### config.mk
export PLATFORM = sky130hd
export DESIGN_NAME = cordic_vectoring_flat
export DESIGN_NICKNAME = d
export VERILOG_FILES = /design/src/rtl/cordic_vectoring_if.sv /design/src/rtl/cordic_vectoring.sv /design/src/flat_wrapper.sv
export SDC_FILE = /design/constraint.sdc
export NUM_CORES = 1
export LEC_CHECK = 0
export ABC_AREA = 1
export BUFFER_PORTS_ARGS = -buffer_cell sky130_fd_sc_hd__buf_2
export CORE_ASPECT_RATIO = 1.2
export CORE_MARGIN = 2
export CORE_UTILIZATION = 55
export CTS_CLUSTER_DIAMETER = 50
export CTS_CLUSTER_SIZE = 25
export DETAILED_ROUTE_END_ITERATION = 12
export PLACE_DENSITY = 0.77
export SLEW_MARGIN = 25
export SYNTH_ARGS = -nofsm -noshare
export SYNTH_HDL_FRONTEND = slang
export SYNTH_SLANG_ARGS = --single-unit
### constraint.sdc
create_clock -name clk -period 4.02 [get_ports clk]
set_input_delay 0.804 -clock clk [delete_from_list [all_inputs] [get_ports clk]]
set_output_delay 0.804 -clock clk [all_outputs]
set_load 0.02 [all_outputs]
### src/rtl/cordic_vectoring_if.sv
// Start/done handshake and result bus for the vectoring-mode CORDIC engine.
interface cordic_vectoring_if #(
  parameter int WIDTH = 16,
  parameter int AW    = 16
);
  logic             start;
  logic [WIDTH-1:0] x_in;
  logic [WIDTH-1:0] y_in;
  logic             busy;
  logic             done;
  logic [3:0]       iteration_count;
  logic [WIDTH:0]   mag;
  logic [AW-1:0]    angle;

  modport master (
    output start, x_in, y_in,
    input  busy, done, iteration_count, mag, angle
  );

  modport slave (
    input  start, x_in, y_in,
    output busy, done, iteration_count, mag, angle
  );
endinterface

### src/rtl/cordic_vectoring.sv
// Iterative vectoring-mode CORDIC: (x, y) -> gain-scaled magnitude and binary angle.
// One micro-rotation per clock, sequenced IDLE -> PRE -> ITER -> DONE.
module cordic_vectoring #(
  parameter int WIDTH = 16,
  parameter int AW    = 16,
  parameter int ITER  = 16
) (
  input  logic             clk,
  input  logic             rst,
  cordic_vectoring_if.slave bus
);

  localparam int XW = WIDTH + 2;
  localparam logic [3:0] LAST = 4'(ITER - 1);
  localparam logic [AW-1:0] QUARTER = {2'b01, {(AW-2){1'b0}}};

  // atan(2^-i) with a full circle of 2^32, rounded to AW bits below.
  localparam logic [31:0] ATAN32 [16] = '{
    32'h20000000, 32'h12E4051E, 32'h09FB385B, 32'h051111D4,
    32'h028B0D43, 32'h0145D7E1, 32'h00A2F61E, 32'h00517C55,
    32'h0028BE53, 32'h00145F2F, 32'h000A2F98, 32'h000517CC,
    32'h00028BE6, 32'h000145F3, 32'h0000A2FA, 32'h0000517D
  };
  localparam int RSH = (AW < 32) ? 32 - AW : 0;
  localparam int LSH = (AW > 32) ? AW - 32 : 0;
  localparam logic [63:0] RND = (RSH > 0) ? (64'd1 << (RSH - 1)) : 64'd0;

  function automatic logic [AW-1:0] atan_lut(input logic [3:0] idx);
    return AW'(((64'(ATAN32[idx]) + RND) >> RSH) << LSH);
  endfunction

  typedef enum logic [1:0] {S_IDLE, S_PRE, S_ITER, S_DONE} state_t;

  state_t                r_state, w_next;
  logic signed [XW-1:0]  r_x, r_y;
  logic        [AW-1:0]  r_z;
  logic        [3:0]     r_i;
  logic        [WIDTH:0] r_mag;
  logic        [AW-1:0]  r_angle;

  logic signed [XW-1:0]  w_px, w_py, w_ix, w_iy, w_xs, w_ys;
  logic        [AW-1:0]  w_pz, w_iz, w_atan;

  always_ff @(posedge clk) begin
    if (rst) r_state <= S_IDLE;
    else     r_state <= w_next;
  end

  always_comb begin
    w_next              = r_state;
    bus.busy            = 1'b0;
    bus.done            = 1'b0;
    bus.iteration_count = '0;
    case (r_state)
      S_IDLE: if (bus.start) w_next = S_PRE;
      S_PRE: begin
        bus.busy = 1'b1;
        w_next   = S_ITER;
      end
      S_ITER: begin
        bus.busy            = 1'b1;
        bus.iteration_count = r_i;
        if (r_i == LAST) w_next = S_DONE;
      end
      S_DONE: begin
        bus.busy = 1'b1;
        bus.done = 1'b1;
        w_next   = S_IDLE;
      end
      default: w_next = S_IDLE;
    endcase
  end

  // Quadrant fold into the right half-plane; operands are already WIDTH+2 wide.
  always_comb begin
    w_px = r_x;
    w_py = r_y;
    w_pz = '0;
    if (r_x[XW-1]) begin
      if (!r_y[XW-1]) begin
        w_px = r_y;
        w_py = -r_x;
        w_pz = QUARTER;
      end else begin
        w_px = -r_y;
        w_py = r_x;
        w_pz = -QUARTER;
      end
    end
  end

  always_comb begin
    w_xs   = r_x >>> r_i;
    w_ys   = r_y >>> r_i;
    w_atan = atan_lut(r_i);
    if (!r_y[XW-1]) begin
      w_ix = r_x + w_ys;
      w_iy = r_y - w_xs;
      w_iz = r_z + w_atan;
    end else begin
      w_ix = r_x - w_ys;
      w_iy = r_y + w_xs;
      w_iz = r_z - w_atan;
    end
  end

  always_ff @(posedge clk) begin
    if (rst) begin
      r_x     <= '0;
      r_y     <= '0;
      r_z     <= '0;
      r_i     <= '0;
      r_mag   <= '0;
      r_angle <= '0;
    end else begin
      case (r_state)
        S_IDLE: if (bus.start) begin
          r_x <= {{2{bus.x_in[WIDTH-1]}}, bus.x_in};
          r_y <= {{2{bus.y_in[WIDTH-1]}}, bus.y_in};
          r_z <= '0;
          r_i <= '0;
        end
        S_PRE: begin
          r_x <= w_px;
          r_y <= w_py;
          r_z <= w_pz;
          r_i <= '0;
        end
        S_ITER: begin
          r_x <= w_ix;
          r_y <= w_iy;
          r_z <= w_iz;
          r_i <= r_i + 4'd1;
          if (r_i == LAST) begin
            r_mag   <= w_ix[WIDTH:0];
            r_angle <= w_iz;
          end
        end
        default: ;
      endcase
    end
  end

  assign bus.mag   = r_mag;
  assign bus.angle = r_angle;

endmodule

### src/flat_wrapper.sv
// flat-port wrapper written by rule: the top's interface ports become plain ports
module cordic_vectoring_flat 
#(
  parameter int WIDTH = 16,
  parameter int AW    = 16,
  parameter int ITER  = 16
)
  (clk, rst, bus_start, bus_x_in, bus_y_in, bus_busy, bus_done, bus_iteration_count, bus_mag, bus_angle);
  cordic_vectoring_if #(.WIDTH(WIDTH), .AW(AW)) bus_i ();
  input  logic clk;
  input  logic rst;
  input wire logic [$bits(bus_i.start)-1:0] bus_start;
  input wire logic [$bits(bus_i.x_in)-1:0] bus_x_in;
  input wire logic [$bits(bus_i.y_in)-1:0] bus_y_in;
  output wire logic [$bits(bus_i.busy)-1:0] bus_busy;
  output wire logic [$bits(bus_i.done)-1:0] bus_done;
  output wire logic [$bits(bus_i.iteration_count)-1:0] bus_iteration_count;
  output wire logic [$bits(bus_i.mag)-1:0] bus_mag;
  output wire logic [$bits(bus_i.angle)-1:0] bus_angle;
  assign bus_i.start = bus_start;
  assign bus_i.x_in = bus_x_in;
  assign bus_i.y_in = bus_y_in;
  assign bus_busy = bus_i.busy;
  assign bus_done = bus_i.done;
  assign bus_iteration_count = bus_i.iteration_count;
  assign bus_mag = bus_i.mag;
  assign bus_angle = bus_i.angle;
  cordic_vectoring #(.WIDTH(WIDTH), .AW(AW), .ITER(ITER)) u_core (.clk(clk), .rst(rst), .bus(bus_i));
endmodule
==> impl_metrics.tcl, run 1 <==
set metrics [dict create \
    status "finished, violations left" \
    violations "negative setup slack" \
    synth_compound_area_frac 0.206 \
    synth_top_family_by_area "simple AND/OR/NAND/NOR gates" \
    synthMuxAreaShare 0.00206 \
    synth_simple_gate_area_frac 0.379 \
    pin_count 74 \
    clkLatencyLatePin_ps 360 \
    fin_worst_skew_ps 15.4 \
    grt_start_max_net_pins 72 \
    drc 0 \
    cp.required_ps 4220 \
    hpwl_mm 29.9 \
    drv_slew 0 \
    overflow 0 \
    rows 54 \
    rsz0062_at_grt "true" \
    critPathMaxFanout 8 \
    track_usage 0.377 \
    syn_to_final_growth_pct 33.4 \
    synthXorXnorAreaFrac 0.0508 \
    synth_edf_count 0 \
    holdWs_ps 463 \
    cts_buffer_depth 2 \
    syn_inst 1734 \
    cts.clk_slew.worst_paths_ps 80 \
    htreeDepth 3 \
    syn_area_um2 10300 \
    hold_viol 0 \
    diodes 0 \
    post-route-worst-setup-slack_ps -50.4 \
    cts_root_buffer "clkbuf_16" \
    synth_fp_nets 1838 \
    synth_fa_ha_area_frac 0.0858 \
    ys.flop_type "dfxtp_1" \
    dieArea_um2 19900 \
    port_buffers 73 \
    ys_warn_count 0 \
    synth.avg_cell_area_um2 5.95 \
    ys_seq_area_frac 0.177 \
    ctsHoldBuffers 0 \
    clock-sinks 91 \
    max_slew_margin 0.305 \
    grt_pass1_wl_mm 59.2 \
    ys_types 54 \
    path_class "register to register" \
    core-area_um2 18300 \
    drive_gt1_frac 0.293 \
    end_kind "register" \
    busiest_layer "met2" \
    firstDrtPassIters 6 \
    drt_wl_total_mm 41.4 \
    gp_congestion 1.04 \
    met1_usage 0.450 \
    antenna_found_initial 0 \
    wl_per_cell_um 18.5 \
    initial_core_util 0.564 \
    report.final.setup_viol 5 \
    hold_path_class "register to register" \
    cts_tree "built" \
    arrival_ps 4280 \
    first_global_vias 11620 \
    numCtsBuffers 9 \
    startpoint_type "register" \
    fin_crit_ps 4070 \
    die_h_um 154 \
    dieWidth_um 129 \
    drtIter0Drc 1396 \
    async_flop_share 0 \
    finalNetCount 2087 \
    via_per_inst 5.96 \
    grt_use_met3 0.0473 \
    ys_ff_latch 91 \
    vias 13347 \
    max_freq_ghz 0.246 \
    final.period_utilization 1.01 \
    ant_nets 0 \
    tightest_slew_ps 1040 \
    drv_cap 0 \
    met2_usage 0.636 \
]
[cell families after synthesis]
kind of cell               count (synthesis)
muxes                                      2
buffers and inverters                    235
AOI/OAI and AO/OA                        374
xor gates and xnor gates                  59
DFF                                       91
adders and majority gates                 69
and+or+nand+nor                          904
[worst paths after layout]
| path | from | endpoint | slack, ps | cells after the start |
|---|---|---|---|---|
| max | u_core.r_i[0] | u_core.r_x[14] | -50 | 26 |
| min reg2reg | u_core.bus.mag[11] | u_core.bus.mag[11] | 460 | 2 |
| min | u_core.bus.mag[11] | u_core.bus.mag[11] | 460 | 2 |
| max reg2reg | u_core.r_i[0] | u_core.r_x[14] | -50 | 26 |
[synthesized netlist by cell type (all sizes together) (4+ instances only)]
library cell | count | area, um^2
nand2 | 480 | 1850
nand3 | 226 | 1150
a21oi | 162 | 822
inv | 152 | 578
nor2 | 148 | 603
o21ai | 125 | 629
dfxtp | 91 | 1820
ha | 66 | 826
buf | 42 | 289
xor2 | 42 | 375
clkbuf | 38 | 143
o211ai | 32 | 240
nor3 | 22 | 135
xnor2 | 17 | 149
or2 | 16 | 100
a31oi | 13 | 103
nand4 | 10 | 68.8
a211oi | 9 | 67.6
a21o | 8 | 60.1
o31ai | 5 | 42.5
o21a | 4 | 30.0
o221ai | 4 | 35.0
[final cells by class]
class                      count  area [um^2]
multi-input combinational   1408         8420
fill                        1511         4540
timing repair buffer         318         2300
sequential                    91         1830
inverter                     155          597
tap                          252          315
clock buffer                  10          229
clock inverter                 6         71.3
[critical path, cell delays in order (launching register included)]
cell and delay (ps):
dfxtp_4 370, buf_4 170, clkbuf_16 160, nand2_1 50, nand2_1 50, a21oi_1 140, nand3_2 150, nand2_2 110
ha_2 180, nand4_1 120, o21ai_2 190, buf_4 130, buf_4 100, o21a_1 160, xnor2_2 70, ha_1 330
buf_4 150, buf_4 130, nand2_2 60, o21ai_0 90, a211oi_1 250, nand2_1 100, or2_4 250, nand3_4 80
nand3_1 80, o211ai_1 110, a21oi_1 90
[registers in the layout (all words and copies together), names as in the netlist]
signal	flops
u_core.bus.angle	16
u_core.bus.mag	17
u_core.r_i	4
u_core.r_state	2
u_core.r_x	18
u_core.r_y	18
u_core.r_z	16
[placed cells by master, fill, tap and decap left out, types with 47 or more instances in the layout]
cell type    n
buf_4      233
inv_1      132
nand2_1    430
buf_2       73
nor2_1     125
nand3_1    186
nand2_2     47
dfxtp_1     88
o21ai_0     90
a21oi_1    129
[layer usage]
| metal | part of all wire | routed length (um) | up-vias |
|---|---|---|---|
| met2 | 0.47 | 19300 | 829 |
| met5 | 0 | 0 | - |
| met3 | 0.081 | 3340 | 222 |
| li1 | - | - | 6310 |
| met1 | 0.37 | 15400 | 5986 |
| met4 | 0.082 | 3410 | 0 |
[what timing repair did]
action	in CTS	in global routing
cloned	0	1
gates resized for setup	38	215
setup endpoints to repair	34	41
pin swaps	24	80
setup buffers	8	23
[metrics by stage]
step	setup slack [ps]	area (um^2)	util	setup TNS (ps)	std cells
CTS	12.3	12700	0.693	0	2216
floorplan	31.9	10300	-	0	1734
finish	-50.4	13800	0.752	-180	2240
global placement	-202	12200	0.666	-1040	2192
detailed placement	-187	12200	0.666	-2730	2192
global route	-279	13800	0.752	-3560	2240
Power of run 1 is left out: the tool's default activity adds up to more than one toggle a clock period on the data nets, which glitch-free logic cannot reach.
==> run 2, diff against run 1 <==
--- a/config.mk
+++ b/config.mk
@@ -7,14 +7,14 @@
 export LEC_CHECK = 0
 export ABC_AREA = 1
 export BUFFER_PORTS_ARGS = -buffer_cell sky130_fd_sc_hd__buf_2
-export CORE_ASPECT_RATIO = 1.2
+export CORE_ASPECT_RATIO = 1.1
 export CORE_MARGIN = 2
-export CORE_UTILIZATION = 55
+export CORE_UTILIZATION = 57
 export CTS_CLUSTER_DIAMETER = 50
 export CTS_CLUSTER_SIZE = 25
 export DETAILED_ROUTE_END_ITERATION = 12
-export PLACE_DENSITY = 0.77
-export SLEW_MARGIN = 25
+export PLACE_DENSITY = 0.79
+export SLEW_MARGIN = 15
 export SYNTH_ARGS = -nofsm -noshare
 export SYNTH_HDL_FRONTEND = slang
 export SYNTH_SLANG_ARGS = --single-unit
==> impl_metrics.tcl, run 2 (synthesis gave the netlist of run 1 again) <==
set metrics [dict create \
    status "completed" \
    firstDrtPassIters 6 \
    gp_congestion 1.01 \
    critPathSlowestCell "dfxtp_4" \
    drv_slew 0 \
    clock-sinks 91 \
    ctsHoldBuffers 0 \
    hold_viol 0 \
    r2r_slack_ps 100 \
    fin_crit_ps 3920 \
    cts_buffer_depth 2 \
    n_fill_cell 1565 \
    initial_core_util 0.582 \
    pin_count 74 \
    antenna_found_initial 0 \
    worst-path-buf-inv 5 \
    via_per_inst 5.94 \
    tightest_slew_ps 832 \
    die_h_um 145 \
    clkLatencyLatePin_ps 370 \
    drc 0 \
    drive_gt1_frac 0.239 \
    max_freq_ghz 0.255 \
    port_buffers 73 \
    first_global_vias 11574 \
    track_usage 0.386 \
    grt_start_max_net_pins 72 \
    grt_pass1_wl_mm 59.5 \
    drt_wl_total_mm 39.0 \
    numCtsBuffers 9 \
    dp_cells 2111 \
    vias 12751 \
    cts.clk_slew.worst_paths_ps 80 \
    wl_met3_mm 3.17 \
    max_slew_margin 0.445 \
    cts_root_buffer "clkbuf_16" \
    cp_slowest_stage_delay_ps 420 \
    rows 51 \
    fin_worst_skew_ps 10.3 \
    syn_to_final_growth_pct 24.4 \
    ant_nets 0 \
    rsz0062_at_grt "true" \
    cts_tree "built" \
    drtIter0Drc 1247 \
    wl_per_cell_um 18.2 \
    critPathTopFamily "simple AND/OR/NAND/NOR gates" \
    arrival_ps 4190 \
    hold_path_class "register to register" \
    met1_length_mm 15.3 \
    cp.required_ps 4290 \
    path_class "register to register" \
    final.period_utilization 0.975 \
    final_cell_mix "nand2_1, nand3_1, buf_4" \
    mostFrequentLayoutCell "nand2_1" \
    diodes 0 \
    drv_cap 0 \
    critPathMaxFanout 6 \
    dieArea_um2 19200 \
    core-area_um2 17700 \
    instances_no_fill 2147 \
    finalNetCount 2008 \
    htreeDepth 3 \
    report.final.setup_viol 0 \
    startpoint_type "register" \
    hpwl_mm 29.2 \
    top_layer "met4" \
    end_kind "register" \
    overflow 0 \
    wl_met2_mm 18.0 \
    dieWidth_um 132 \
]
[run 2: final timing paths]
kind / startpoint / end / depth (start not counted)
max: u_core.r_i[0] / u_core.bus.angle[15] / 27
min: u_core.r_z[0] / u_core.r_z[0] / 2
max reg2reg: u_core.r_i[0] / u_core.bus.angle[15] / 27
min reg2reg: u_core.r_z[0] / u_core.r_z[0] / 2
[run 2: timing repair]
item	CTS	global route
resized for setup	8	162
setup endpoints to repair	13	41
gates cloned	0	2
pin swaps	3	66
setup buffers	4	14
[run 2: per-layer routing]
layer	vias to the layer above	global-route usage
met5	-	0
met3	151	0.0570
met4	0	0.217
met1	5804	0.481
met2	646	0.637
li1	6150	-
[run 2: cell type report]
class / count / area [um^2] / area share
Clock buffer: 9 / 225 / 0.0175
Clock inverter: 7 / 52.6 / 0.00409
Inverter: 155 / 597 / 0.0465
Multi-Input combinational cell: 1408 / 8120 / 0.633
Sequential cell: 91 / 1830 / 0.143
Tap cell: 238 / 298 / 0.0232
Timing Repair Buffer: 239 / 1710 / 0.133
[run 2: per-stage QoR]
stage / cell area, um^2 / utilization / setup TNS, ps / worst slack (ps) / hold slack [ps]
global placement: 11700 / 0.660 / -96.5 / -76.8 / 451
global route: 12800 / 0.724 / -1920 / -223 / 490
detailed placement: 11700 / 0.660 / -248 / -93.1 / 452
CTS: 12000 / 0.678 / 0 / 5.09 / 464
finish: 12800 / 0.724 / 0 / 102 / 466
floorplan: 10300 / - / 0 / 31.9 / 445
[run 2: worst reg2reg max path, stage by stage, from the launching register on]
cell and delay, ps:
dfxtp_4 420, inv_4 70, ha_4 280, a21oi_2 60, a31oi_2 220, ha_4 200
nand2_4 60, nor2_4 170, buf_6 120, nand2_1 70, nand2_2 110, inv_1 60
nor2_2 110, nand3_2 120, nand2_2 90, xor2_1 160, ha_1 270, a21o_1 210
a21oi_2 130, nor2_1 60, a211oi_2 210, nand2_2 90, xor2_2 150, inv_1 50
nand3_1 70, nand2_1 60, o21ai_1 110, inv_1 50
Power of run 2 is left out for the same reason.
==> run 3, diff against run 2 <==
--- a/config.mk
+++ b/config.mk
@@ -9,11 +9,12 @@
 export BUFFER_PORTS_ARGS = -buffer_cell sky130_fd_sc_hd__buf_2
 export CORE_ASPECT_RATIO = 1.1
 export CORE_MARGIN = 2
-export CORE_UTILIZATION = 57
+export CORE_UTILIZATION = 38
 export CTS_CLUSTER_DIAMETER = 50
 export CTS_CLUSTER_SIZE = 25
 export DETAILED_ROUTE_END_ITERATION = 12
-export PLACE_DENSITY = 0.79
+export PLACE_DENSITY = 0.57
+export RECOVER_POWER = 100
 export SLEW_MARGIN = 15
 export SYNTH_ARGS = -nofsm -noshare
 export SYNTH_HDL_FRONTEND = slang
==> impl_metrics.tcl, run 3 (synthesis gave the netlist of run 1 again) <==
set metrics [dict create \
    status "completed" \
    max_freq_ghz 0.249 \
    htreeDepth 3 \
    clock-sinks 91 \
    hold_viol 0 \
    timing.rr.start "u_core.r_i[0]" \
    hpwl_mm 32.2 \
    initial_core_util 0.385 \
    fin_crit_ps 4010 \
    core-area_um2 26800 \
    dieWidth_um 161 \
    fin_util 0.524 \
    final.setup.tns_ps 0 \
    r2r_end "u_core.r_z[15]" \
    startpoint_type "register" \
    r2r_slack_ps 7 \
    cp_slowest_stage_delay_ps 460 \
    tightest_slew_ps 1230 \
    diodes 0 \
    syn_to_final_growth_pct 36.2 \
    grt_pass1_wl_mm 63.0 \
    clkLatencyLatePin_ps 360 \
    drt_wl_total_mm 42.3 \
    wl_per_cell_um 17.9 \
    arrival_ps 4220 \
    final.period_utilization 0.998 \
    cts_root_buffer "clkbuf_16" \
    drv_cap 0 \
    port_buffers 73 \
    fin_worst_skew_ps 12.8 \
    drive_gt1_frac 0.284 \
    rsz0062_at_grt "true" \
    final_cell_mix "nand2_1, buf_4, nand3_1" \
    end_kind "register" \
    mostFrequentLayoutCell "nand2_1" \
    numCtsBuffers 9 \
    drc 0 \
    antenna_found_initial 0 \
    reg2regPathDepth 27 \
    critPathMaxFanout 6 \
    drtIter0Drc 1097 \
    overflow 0 \
    report.final.setup_viol 0 \
    die_h_um 177 \
    hold_path_class "register to register" \
    firstDrtPassIters 6 \
    max_slew_margin 0.181 \
    via_per_inst 5.47 \
    hold_end "u_core.bus.mag[8]" \
    first_global_vias 11785 \
    cts_tree "built" \
    cts_buffer_depth 2 \
    holdPathStages 2 \
    grt_start_max_net_pins 72 \
    gp_congestion 0.977 \
    path_class "register to register" \
    drv_slew 0 \
    rows 63 \
    track_usage 0.280 \
    ant_nets 0 \
    hold_start "u_core.bus.mag[8]" \
    cp.required_ps 4230 \
    vias 12909 \
    pin_count 74 \
    cts.clk_slew.worst_paths_ps 80 \
    dieArea_um2 28500 \
    critPathSlowestCell "dfxtp_4" \
    n_fill_cell 2814 \
    finalNetCount 2101 \
    ctsHoldBuffers 0 \
]
[run 3: layout make-up]
| type | instances | area [um^2] | area share |
|---|---|---|---|
| flip-flops and latches | 91 | 1830 | 0.130 |
| well taps | 357 | 447 | 0.0318 |
| multi-input cells | 1408 | 8470 | 0.603 |
| clock inverters | 6 | 55.1 | 0.00392 |
| clock buffers | 10 | 229 | 0.0163 |
| repair buffers | 332 | 2410 | 0.171 |
| inverters | 155 | 607 | 0.0432 |
[run 3: critical path, delay by kind of cell (launching register included)]
kind	cells	cell delay, ps
AOI/OAI and AO/OA	5	810
and+or+nand+nor	13	1270
adders and majority gates	3	600
DFF	1	460
buffers and inverters	3	220
xor gates and xnor gates	3	500
[run 3: routing by layer]
| layer | wire length [um] | GRT usage | vias up | part of all wire |
|---|---|---|---|---|
| met2 | 20000 | 0.471 | 455 | 0.47 |
| met4 | 2170 | 0.138 | 0 | 0.051 |
| li1 | - | - | 6350 | - |
| met3 | 2270 | 0.0258 | 102 | 0.054 |
| met1 | 17800 | 0.361 | 6002 | 0.42 |
| met5 | 0 | 0 | - | 0 |
[run 3: worst max path at each step]
stage | start | endpoint | cells past startpoint
2_1_floorplan | u_core.r_i[1] | u_core.bus.angle[15] | 31
3_5_place_dp | u_core.r_i[1] | u_core.bus.angle[15] | 30
5_1_grt | u_core.r_i[0] | u_core.bus.angle[15] | 27
4_1_cts | u_core.r_i[0] | u_core.r_y[17] | 27
6_report | u_core.r_i[0] | u_core.r_z[15] | 27
3_3_place_gp | u_core.r_i[1] | u_core.r_y[14] | 27
[run 3: timing repair]
| item | 4_1_cts | 5_1_grt |
|---|---|---|
| gates resized for setup | 36 | 228 |
| setup endpoints to repair | 24 | 44 |
| cloned | 2 | 3 |
| pin swaps | 15 | 68 |
| setup buffers | 2 | 15 |
[run 3: per-stage QoR]
| step | area [um^2] | hold WS, ps | std cells | setup slack [ps] |
|---|---|---|---|---|
| after floorplan | 10300 | 445 | 1734 | 31.9 |
| final | 14100 | 467 | 2359 | 6.57 |
| after global placement | 12500 | 451 | 2321 | -161 |
| after CTS | 13000 | 464 | 2341 | 1.53 |
| after global routing | 14100 | 488 | 2359 | -284 |
| after detailed placement | 12500 | 452 | 2321 | -204 |
Power of run 3 is left out for the same reason.
